## src/rtl/serv_pkg.sv

```systemverilog
// Shared encodings for the SERV issue/sequencing logic.
// Counter width and FSM state codes live here.
package serv_pkg;

  localparam int CNT_W = 5;

  typedef logic [2:0] state_t;

  localparam state_t S_RST    = 3'd0;
  localparam state_t S_FETCH  = 3'd1;
  localparam state_t S_DECODE = 3'd2;
  localparam state_t S_INIT   = 3'd3;
  localparam state_t S_MEM    = 3'd4;
  localparam state_t S_RUN    = 3'd5;

endpackage

```

## src/rtl/serv_issue_ctrl_if.sv

```systemverilog
// Instruction and data bus cycle/ack handshakes.
// The issue controller is the master of both.
interface serv_issue_ctrl_if;

  logic ibus_cyc;
  logic ibus_ack;
  logic dbus_cyc;
  logic dbus_ack;

  modport master (
    output ibus_cyc,
    output dbus_cyc,
    input  ibus_ack,
    input  dbus_ack
  );

  modport slave (
    input  ibus_cyc,
    input  dbus_cyc,
    output ibus_ack,
    output dbus_ack
  );

endinterface

```

## src/rtl/serv_bit_counter.sv

```systemverilog
// Bit index counter for one serial pass of 32/W cycles.
// Steps by W while enabled and wraps to zero on the last step.
module serv_bit_counter
  import serv_pkg::*;
#(
  parameter int W = 1
) (
  input  logic             clk,
  input  logic             i_rst,
  input  logic             i_en,
  output logic [CNT_W-1:0] o_cnt,
  output logic             o_done
);

  localparam logic [CNT_W-1:0] LAST = CNT_W'(32 - W);
  localparam logic [CNT_W-1:0] STEP = CNT_W'(W);

  logic [CNT_W-1:0] r_cnt;

  always_ff @(posedge clk) begin
    if (i_rst)
      r_cnt <= '0;
    else if (i_en)
      r_cnt <= o_done ? '0 : r_cnt + STEP;
  end

  assign o_cnt  = r_cnt;
  assign o_done = i_en && (r_cnt == LAST);

endmodule

```

## src/rtl/serv_issue_ctrl.sv

```systemverilog
// Fetch/decode/execute sequencer for the bit-serial SERV core.
// Owns both bus handshakes and the pass counter.
module serv_issue_ctrl
  import serv_pkg::*;
#(
  parameter int W = 1
) (
  input  logic               clk,
  input  logic               i_rst,
  serv_issue_ctrl_if.master  io_bus,
  output logic               o_dec_en,
  input  logic               i_two_stage,
  input  logic               i_mem_op,
  input  logic               i_rd_op,
  output logic [CNT_W-1:0]   o_cnt,
  output logic               o_cnt_en,
  output logic               o_cnt_done,
  output logic               o_init,
  output logic               o_rf_wen,
  output logic               o_pc_en
);

  state_t           r_state;
  state_t           w_next;
  logic [CNT_W-1:0] w_cnt;
  logic             w_done;
  logic             w_cnt_en;
  logic             w_ibus_cyc;
  logic             w_dbus_cyc;

  serv_bit_counter #(.W(W)) u_cnt (
    .clk    (clk),
    .i_rst  (i_rst),
    .i_en   (w_cnt_en),
    .o_cnt  (w_cnt),
    .o_done (w_done)
  );

  always_ff @(posedge clk) begin
    if (i_rst)
      r_state <= S_RST;
    else
      r_state <= w_next;
  end

  always_comb begin
    w_next = r_state;
    case (r_state)
      S_RST:    w_next = S_FETCH;
      S_FETCH:  if (io_bus.ibus_ack) w_next = S_DECODE;
      S_DECODE: w_next = i_two_stage ? S_INIT : S_RUN;
      S_INIT:   if (w_done) w_next = i_mem_op ? S_MEM : S_RUN;
      S_MEM:    if (io_bus.dbus_ack) w_next = S_RUN;
      S_RUN:    if (w_done) w_next = S_FETCH;
      default:  w_next = S_RST;
    endcase
  end

  // Everything is masked by reset so outputs read zero while it is held.
  always_comb begin
    w_ibus_cyc = 1'b0;
    w_dbus_cyc = 1'b0;
    w_cnt_en   = 1'b0;
    o_init     = 1'b0;
    o_pc_en    = 1'b0;
    if (!i_rst) begin
      w_ibus_cyc = (r_state == S_FETCH);
      w_dbus_cyc = (r_state == S_MEM);
      w_cnt_en   = (r_state == S_INIT) || (r_state == S_RUN);
      o_init     = (r_state == S_INIT);
      o_pc_en    = (r_state == S_RUN);
    end
  end

  assign io_bus.ibus_cyc = w_ibus_cyc;
  assign io_bus.dbus_cyc = w_dbus_cyc;
  assign o_dec_en        = w_ibus_cyc && io_bus.ibus_ack;
  assign o_cnt_en        = w_cnt_en;
  assign o_cnt_done      = w_done;
  assign o_rf_wen        = o_pc_en && i_rd_op;
  assign o_cnt           = i_rst ? '0 : w_cnt;

endmodule

```

## src/flat_wrapper.sv

```systemverilog
// flat-port wrapper written by rule: the top's interface ports become plain ports
module serv_issue_ctrl_flat import serv_pkg::*;
#(
  parameter int W = 1
)
  (clk, i_rst, o_dec_en, i_two_stage, i_mem_op, i_rd_op, o_cnt, o_cnt_en, o_cnt_done, o_init, o_rf_wen, o_pc_en, io_bus_ibus_cyc, io_bus_dbus_cyc, io_bus_ibus_ack, io_bus_dbus_ack);
  serv_issue_ctrl_if io_bus_i ();
  input  logic clk;
  input  logic i_rst;
  output logic o_dec_en;
  input  logic i_two_stage;
  input  logic i_mem_op;
  input  logic i_rd_op;
  output logic [CNT_W-1:0] o_cnt;
  output logic o_cnt_en;
  output logic o_cnt_done;
  output logic o_init;
  output logic o_rf_wen;
  output logic o_pc_en;
  output wire logic [$bits(io_bus_i.ibus_cyc)-1:0] io_bus_ibus_cyc;
  output wire logic [$bits(io_bus_i.dbus_cyc)-1:0] io_bus_dbus_cyc;
  input wire logic [$bits(io_bus_i.ibus_ack)-1:0] io_bus_ibus_ack;
  input wire logic [$bits(io_bus_i.dbus_ack)-1:0] io_bus_dbus_ack;
  assign io_bus_ibus_cyc = io_bus_i.ibus_cyc;
  assign io_bus_dbus_cyc = io_bus_i.dbus_cyc;
  assign io_bus_i.ibus_ack = io_bus_ibus_ack;
  assign io_bus_i.dbus_ack = io_bus_dbus_ack;
  serv_issue_ctrl #(.W(W)) u_core (.clk(clk), .i_rst(i_rst), .io_bus(io_bus_i), .o_dec_en(o_dec_en), .i_two_stage(i_two_stage), .i_mem_op(i_mem_op), .i_rd_op(i_rd_op), .o_cnt(o_cnt), .o_cnt_en(o_cnt_en), .o_cnt_done(o_cnt_done), .o_init(o_init), .o_rf_wen(o_rf_wen), .o_pc_en(o_pc_en));
endmodule
```

## config.mk

```make
export PLATFORM = sky130hd
export DESIGN_NAME = serv_issue_ctrl_flat
export DESIGN_NICKNAME = d
export VERILOG_FILES = /design/src/rtl/serv_pkg.sv /design/src/rtl/serv_issue_ctrl_if.sv /design/src/rtl/serv_bit_counter.sv /design/src/rtl/serv_issue_ctrl.sv /design/src/flat_wrapper.sv
export SDC_FILE = /design/constraint.sdc
export NUM_CORES = 1
export LEC_CHECK = 0
export ABC_AREA = 1
export CORE_AREA = 2 2 39 41
export CTS_BUF_LIST = sky130_fd_sc_hd__clkbuf_2
export DETAILED_ROUTE_END_ITERATION = 6
export DIE_AREA = 0 0 41 43
export PLACE_DENSITY = 0.85
export REMOVE_ABC_BUFFERS = 1
export SLEW_MARGIN = 15
export SYNTH_ARGS = -nofsm -noshare
export SYNTH_HDL_FRONTEND = slang
export SYNTH_SLANG_ARGS = --single-unit
```

## constraint.sdc

```tcl
create_clock -name clk -period 4.41 [get_ports clk]
set_clock_uncertainty 0.1 [all_clocks]
set_input_delay 0.882 -clock clk [delete_from_list [all_inputs] [get_ports clk]]
set_output_delay 0.882 -clock clk [all_outputs]
set_load 0.02 [all_outputs]
```

==> impl_results.md <==
- Worst slack, placed: 0.782 ns
- Crit path kind: input port to output pin
- Initial Utilization: 0.447
- Routed WL per cell: between 10 and 15 um
- Max Slew Vio Count: 0
- Status: finished, final reports clean
- Max Clock Freq: roughly 0.28 GHz
- RSZ-0062 raised after global routing: no
- First-pass GRT wire length: approximately 2.2 mm
- R2r endpoint: u_core.r_state[0]
- NumNets Final: ~130
- Min Hold Slack: around 0.43 ns
- Mapped Cells: 94
- Non-filler cells, final: 130
- Crit share post-route: 0.821
- Initial DRT Pass Iterations: 4
- Die ar.: between 1500 and 2000 um2
- Slew @ Worst Pin: 0.445 ns
- Netlist cell types: 24
- Mapped cell area: 618 um2
- Leakage: between 0.3 and 0.4 nW
- Post-route setup slack: 0.789 ns
- MaxCap Viol Count: 0
- Die X: 41 um
- # DRC: 0
- Worst Hold End: u_core.u_cnt.o_cnt[3]
- CTS tree: built
- DR vias/cell: 5.14
- Iter 0 DRT Violations: 5
- Worst hold start: u_core.u_cnt.o_cnt[3]
- Initial antenna violation count: 0
- Final HPWL DP: about 1.1 mm
- H-tree depth: 1
- Root Driver: clkbuf_2
- Worst r2r src: u_core.u_cnt.o_cnt[0]
- CTS Buffer Depth: 2
- I/O Buffers: 19
- Final WL: approximately 1.4 mm
- Min Tclk post-route: 3.62 ns
- Pwr/cell area: 446 nW/um2
- Die H: around 43 um
- Worst EP required: around 3.4 ns
- Worst vdd ir: 211 uV
- Register area share after synthesis: 0.259
- Vias in the first global route: 575
- Synthesized area per cell: roughly 6.6 um2
- R2r worst-path depth: 9
- Final antenna-violating net count: 0
- Hold Violations, Final: 0
- Standard-cell row count: 14
- Hold Crit Class: flip-flop to flip-flop
- Core Area: approximately 1400 um2
- Final Core Density: 0.600
- GRT overflow: 0
- Count of cells along the worst hold path: 3
- Tot GR Track Use: 0.192
- Setup repair bufs after CTS: 0
- Crit-path max FO: 12
- Post-route setup TNS: 0 ns
- Largest net degree at the start of global routing: 13
- CTS Buf Count: 3
- Worst-Skew Late Latency: about 0.24 ns
- Ant diodes: 0
- Kind of end point of the critical path: output pin
- Arr. time, crit path: ~2.6 ns
- Area Growth Syn to Fin: 34.4%
- Seq cells post-synth: 8
- GPL Wtd Cong: ~0.74
- CTS resizes: 0
- Max-slew headroom: 0.703
- CTS Sinks: 8
- Clock-pin slew on the worst setup and hold paths: 0.07 ns
- Ratio of cells with drive above 1 in the final layout: 0.193
- DR vias: 668
- Top Ports: 20
- Flop-to-flop setup slack: around 2.6 ns
- Synth warn: 0
- CP startpoint kind: input port
- # hold bufs at CTS: 0
- Final setup fails: 0
- Placed cell count: ~130
[kinds of logic (layout without fill, tap and decap cells)]
family	count (synthesis)	after routing	synth area share
AO/OA/AOI/OAI	13	13	0.138
adder cells (fa/ha/maj)	2	2	0.0405
buffers and inverters	21	41	0.144
flip-flops	8	8	0.259
AND/OR/NAND/NOR	50	50	0.419
[registers in the layout, indices dropped and copies added, names as in the netlist]
name and count:
u_core.u_cnt.o_cnt 5, u_core.r_state 3
[through the flow]
stage                     area (um2)  power (mW)
after global placement           816       0.324
after floorplan                  606       0.270
after CTS                        831       0.374
final                            831       0.370
after global routing             831       0.408
after detailed placement         816       0.330
[worst max-delay path: stages]
cell	delay, ns
clkdlybuf4s50_1	0.63
inv_2	0.24
nand2_4	0.09
inv_6	0.10
nand2_4	0.05
inv_1	0.05
clkdlybuf4s50_1	0.59
[Yosys cell counts, drive strengths merged]
| master | number | area, um2 |
|---|---|---|
| nand2 | 22 | 108 |
| inv | 19 | 76.3 |
| nor2 | 15 | 58.8 |
| o21ai | 9 | 60.1 |
| dfxtp | 8 | 160 |
| nand3 | 8 | 62.6 |
| nor3 | 3 | 15.0 |
| a21oi | 2 | 10.0 |
| buf | 2 | 12.5 |
| ha | 2 | 25.0 |
| nand3b | 1 | 7.51 |
| nor3b | 1 | 7.51 |
| o21a | 1 | 7.51 |
| o21bai | 1 | 7.51 |
[layout make-up]
cell class,count,area [um2]
clock buffers,3,15.0
fillers,141,553
inverters,19,76.3
multi-input cells,65,369
flip-flops and latches,8,160
well taps,16,20.0
repair buffers,19,190
[where the power goes]
part | total, mW | internal, mW | switching (mW)
Clock | 0.0433 | 0.0185 | 0.0247
Combinational | 0.202 | 0.0843 | 0.118
Sequential | 0.125 | 0.0918 | 0.0332
Total | 0.370 | 0.195 | 0.176
[worst max path at each step]
| stage | slack (ns) | cells past startpoint | start | to |
|---|---|---|---|---|
| after floorplan | 2.02 | 1 | i_rst | o_rf_wen |
| after global placement | 0.84 | 7 | i_rst | o_cnt_done |
| after detailed placement | 0.78 | 7 | i_rst | o_cnt_done |
| after CTS | 0.77 | 7 | i_rst | o_cnt_done |
| after global routing | 0.70 | 7 | i_rst | o_cnt_done |
| final | 0.79 | 7 | i_rst | o_cnt_done |
[cell usage in the layout (no fill, tap or decap), drive strengths merged]
cell / count
a21oi: 2
clkbuf: 3
clkdlybuf4s50: 19
dfxtp: 8
ha: 2
inv: 19
nand2: 22
nand3: 8
nand3b: 1
nor2: 15
nor3: 3
nor3b: 1
o21a: 1
o21ai: 9
o21bai: 1
[per-layer routing]
metal / GRT usage / routed length, um / share of wire / vias to the layer above
li1: - / - / - / 334
met1: 0.192 / 514 / 0.38 / 304
met2: 0.316 / 716 / 0.52 / 23
met3: 0.0576 / 96 / 0.070 / 7
met4: 0.127 / 40 / 0.029 / 0
met5: 0 / 0 / 0 / -
Note: power is estimated with default switching activity, not from simulation.
